<file path="config.mk">
export PLATFORM = sky130hd
export DESIGN_NAME = add_slice_sched
export DESIGN_NICKNAME = d
export VERILOG_FILES = /design/src/rtl/add_slice_sched.sv
export SDC_FILE = /design/constraint.sdc
export NUM_CORES = 1
export LEC_CHECK = 0
export ABC_AREA = 0
export CORE_ASPECT_RATIO = 0.8
export CORE_MARGIN = 8
export CORE_UTILIZATION = 30
export DETAILED_ROUTE_END_ITERATION = 10
export GPL_TIMING_DRIVEN = 0
export SLEW_MARGIN = 20
export SYNTH_ARGS = -nofsm -noshare
export SYNTH_HDL_FRONTEND = slang
export SYNTH_SLANG_ARGS = --single-unit
</file>
<file path="constraint.sdc">
create_clock -name clk -period 2.16 [get_ports clk]
set_input_delay 0.432 -clock clk [delete_from_list [all_inputs] [get_ports clk]]
set_output_delay 0.432 -clock clk [all_outputs]
set_load 0.05 [all_outputs]
</file>
<file path="src/rtl/add_slice_sched.sv">
// rtl/add_slice_sched.sv - round-robin scheduler sharing one SLICE-bit adder across two requesters
// Operands shift right one slice per cycle; the sum shifts in from the top so slice 0 lands at bit 0.
module add_slice_sched #(
   parameter int WIDTH = 12,
   parameter int SLICE = 3
) (
   input  logic             clk,
   input  logic             rst,
   input  logic             req0_valid,
   output logic             req0_ready,
   input  logic [WIDTH-1:0] req0_a,
   input  logic [WIDTH-1:0] req0_b,
   input  logic             req1_valid,
   output logic             req1_ready,
   input  logic [WIDTH-1:0] req1_a,
   input  logic [WIDTH-1:0] req1_b,
   output logic             rsp_valid,
   input  logic             rsp_ready,
   output logic [WIDTH:0]   rsp_sum,
   output logic             rsp_id,
   output logic             busy
);
   localparam int NSLC = WIDTH / SLICE;
   localparam int KW   = (NSLC > 1) ? $clog2(NSLC) : 1;

   typedef enum logic [1:0] {IDLE, CALC, RESP} state_t;

   state_t           r_state;
   logic [WIDTH-1:0] r_a;
   logic [WIDTH-1:0] r_b;
   logic [WIDTH:0]   r_sum;
   logic [KW-1:0]    r_k;
   logic             r_carry;
   logic             r_rr;
   logic             r_id;
   logic             r_rsp_valid;

   logic             w_idle;
   logic             w_grant0;
   logic             w_grant1;
   logic [SLICE:0]   w_slice;

   assign w_idle   = (r_state == IDLE);
   assign w_grant0 = req0_valid & (~req1_valid | ~r_rr);
   assign w_grant1 = req1_valid & (~req0_valid | r_rr);
   assign w_slice  = {1'b0, r_a[SLICE-1:0]} + {1'b0, r_b[SLICE-1:0]} + (SLICE+1)'(r_carry);

   assign req0_ready = w_idle & w_grant0;
   assign req1_ready = w_idle & w_grant1;
   assign rsp_valid  = r_rsp_valid;
   assign rsp_sum    = r_sum;
   assign rsp_id     = r_id;
   assign busy       = ~w_idle;

   always_ff @(posedge clk or posedge rst) begin
      if (rst) begin
         r_state     <= IDLE;
         r_a         <= '0;
         r_b         <= '0;
         r_sum       <= '0;
         r_k         <= '0;
         r_carry     <= 1'b0;
         r_rr        <= 1'b0;
         r_id        <= 1'b0;
         r_rsp_valid <= 1'b0;
      end else begin
         case (r_state)
            IDLE: begin
               if (w_grant0 | w_grant1) begin
                  r_a     <= w_grant1 ? req1_a : req0_a;
                  r_b     <= w_grant1 ? req1_b : req0_b;
                  r_id    <= w_grant1;
                  r_rr    <= ~w_grant1;
                  r_carry <= 1'b0;
                  r_k     <= '0;
                  r_state <= CALC;
               end
            end
            CALC: begin
               r_a                <= r_a >> SLICE;
               r_b                <= r_b >> SLICE;
               r_carry            <= w_slice[SLICE];
               r_sum[WIDTH-1:0]   <= {w_slice[SLICE-1:0], r_sum[WIDTH-1:SLICE]};
               r_k                <= r_k + KW'(1);
               if (r_k == KW'(NSLC - 1)) begin
                  r_sum[WIDTH] <= w_slice[SLICE];
                  r_rsp_valid  <= 1'b1;
                  r_state      <= RESP;
               end
            end
            RESP: begin
               if (rsp_ready) begin
                  r_rsp_valid <= 1'b0;
                  r_state     <= IDLE;
               end
            end
            default: r_state <= IDLE;
         endcase
      end
   end
endmodule

</file>
==> metrics.md <==
| Metric | Value |
|---|---|
| Outcome | completed |
| Pin count of the biggest net entering global routing | 28 |
| Core ar. | 0.00776 mm^2 |
| Minimum clock period | 2080 ps |
| Placed instance count | 407 |
| Num CTS Buffers | 5 |
| Total GRT Usage | 10.6% |
| Post-route design area | 0.00332 mm^2 |
| Nets@finish | 365 |
| CTS clk-pin slew, worst paths | 80 ps |
| Share of cells above drive strength 1 | 11.7% |
| WL final | 5.60 mm |
| Vias/cell | 4.44 |
| Multiplexer share of the synthesized area | 10.2% |
| Starting Density | 30.3% |
| Worst path buffer plus inverter count | 4 |
| Hold buffers post-CTS | 0 |
| CP Launch Type | primary input |
| Final setup skew | 5.71 ps |
| Final setup viols | 0 |
| Clk root buf | clkbuf_8 |
| Footprint of the multi-input gates | 0.00109 mm^2 |
| Crit Reg-Reg Endpoint | rsp_sum[11]$_DFFE_PP0P_ |
| Cell family with most CP delay | buffers and inverters |
| Simple-gate share of the synthesized area | 17.6% |
| Cell taking the most area after synthesis | dfrtp_1 |
| I/O Pins | 71 |
| Setup WS pre-CTS | -596 ps |
| Post-Syn Area | 0.00236 mm^2 |
| RSZ-0062 raised after global routing | false |
| Global route total overflow | 0 |
| CTS Sinks | 45 |
| CTS tree | yes |
| Highest Clock Rate | 481 MHz |
| # diodes | 0 |
| Layout Utilization | 42.8% |
| DRT antenna net count | 0 |
| Port bufs | 70 |
| Crit path cell chain | clkdlybuf4s50_1 -> inv_1 -> o21ai_4 -> buf_12 -> nor2_1 -> clkbuf_4 |
| Fin. max-slew vios | 0 |
| Hold WC Path Type | primary input to async pin |
| Setup ws final | 82.8 ps |
| Seq. cell area | 0.00113 mm^2 |
| Worst slew margin | 64.2% |
| Pwr dens | 1470 mW/mm^2 |
| Max FO, Critical Path | 10 |
| XOR/XNOR Fraction of Synth Area | 0.372% |
| Synthesized area per cell | 10.3 um^2 |
| WL per Instance | 13.5 um |
| Drt pass-1 iters | 4 |
| Post-Layout Cell Count | 416 |
| Worst Reg-to-Reg Cells | 5 |
| Clock Latency Late Sink | 290 ps |
| Top cells by area, synth | dfrtp_1 (48%), mux2i_1 (10%), a211oi_2 (6.9%) |
| TNS Setup | 0 ps |
| Die Area | 0.0110 mm^2 |
| Hold_ws | 450 ps |
| Post-synth cell types | 27 |
| Cell count after synthesis | 228 |
| # fillers | 831 |
| Die Ht | 95.3 um |
| Yosys top cell area share | 47.8% |
| Largest stage delay on the critical path | 500 ps |
| Adder-cell area share of the yosys netlist | 3.29% |
| Synth Register Bits | 45 |
| Flop2flop setup slack | 490 ps |
| Vias | 1847 |
| First-pass GRT wire length | 9.11 mm |
| DR DRC count | 0 |
| Overall power | 4.88 mW |
| Vias in the first global route | 1953 |
| GPL Wtd Cong | 0.685 |
| Kind of critical path | primary input to output pin |
| Placed Area | 0.00321 mm^2 |
| Net Count, Synth | 286 |
| Largest family of logic cells by synthesized area | simple AND/OR/NAND/NOR gates |
| Hpwl dp | 4.42 mm |
| Max-Cap Viols | 0 |
| Worst Path Required | 1730 ps |
| RR Startpoint | r_a[0]$_DFFE_PP0P_ |
| Setup crit end kind | output pin |
| Seq/Total Area, Yosys | 47.8% |
| Initial antenna violation count | 0 |
| Final-report hold violation count | 0 |
| Final worst-path cycle share | 96.2% |
| Least-Margin Pin Slew | 537 ps |
| Yosys warning total | 0 |
| Chip Width | 115 um |
| Worst Path Arrival | 1650 ps |
| Longest Clk Path Bufs | 2 |
| Area delta synth->final | 41.1% |
| DR iter-0 viols | 71 |
| Compound-Gate Fraction of Synth Area | 14.9% |
| Slowest library cell on the worst path | clkdlybuf4s50_1 |
| Leakage | 1.50 nW |
| Maximum VDD drop | 0.642 mV |
| Site row count | 29 |
| # H-tree levels | 2 |
-- how the worst max path moves through the flow --
stage	from	end	depth (start not counted)
final	req0_valid	req1_ready	6
after global routing	req0_valid	req1_ready	6
after CTS	req1_valid	req1_ready	5
after detailed placement	req0_valid	req1_ready	6
after global placement	req0_valid	req1_ready	6
after floorplan	r_state[1]$_DFFE_PP0P_	req1_ready	3
-- power breakdown --
| part | internal (mW) | total, mW | switching (mW) |
|---|---|---|---|
| sequential | 1.26 | 1.52 | 0.255 |
| combinational | 1.12 | 2.79 | 1.67 |
| clock | 0.289 | 0.568 | 0.278 |
| total | 2.67 | 4.88 | 2.20 |
-- placed cells by master (no fill, tap or decap), types with 2 or more instances in the layout --
cell type	Yosys	routed
clkdlybuf4s50_1	0	67
dfrtp_1	45	45
nand2_1	40	40
mux2i_1	24	24
nor2_1	23	23
nor3b_1	18	18
o21ai_0	13	13
a211oi_2	13	13
inv_1	10	9
clkbuf_8	0	7
clkbuf_1	6	6
a21oi_1	5	5
a211oi_1	5	5
buf_2	4	4
ha_1	3	3
buf_12	0	2
a21o_1	2	2
a22o_1	2	2
buf_8	3	2
fa_1	2	2
-- timing repair --
action                                  4_1_cts  5_1_grt
gates resized for setup                       9        2
cloned                                        0        0
pin swaps                                     1        0
buffers inserted                              1        0
endpoints found under the setup margin        3        1
-- final cells by class --
type	instances	area share, %
multi-input cells	159	32.9
inverters	10	1.13
well taps	108	4.07
flip-flops and latches	45	33.9
repair buffers	72	21.8
clock inverters	1	0.151
plain buffers	14	3.13
clock buffers	7	2.90
-- cells by family after synthesis --
logic type | Yosys count
compound gates | 43
xor+xnor | 1
fa+ha+maj | 5
buf+inv | 24
flops | 45
mux | 24
simple gates | 86
-- sequential cells by signal, indices dropped and copies added, names as in the netlist --
| register | count |
|---|---|
| r_b | 12 |
| r_carry | 1 |
| r_k | 2 |
| rsp_id | 1 |
| rsp_valid | 1 |
| rsp_sum | 13 |
| r_rr | 1 |
| r_state | 2 |
| r_a | 12 |
-- layer usage --
metal	routed length (um)	global-route usage (%)	share of wire [%]	vias to the layer above
met5	0	0	0	-
met4	42	2.94	0.75	0
met3	434	4.11	7.7	5
met2	2500	16.4	45	50
met1	2620	13.4	47	854
li1	-	-	-	938
-- cell usage after synthesis (all sizes together) --
cell type / count
dfrtp: 45
nand2: 40
mux2i: 24
nor2: 24
a211oi: 18
nor3b: 18
o21ai: 14
inv: 10
buf: 8
clkbuf: 6
a21oi: 5
ha: 3
a21o: 2
a22o: 2
fa: 2
a31oi: 1
nand2b: 1
nor2b: 1
nor3: 1
o22ai: 1
or2: 1
xor2: 1
(Power assumes the default switching activity.)
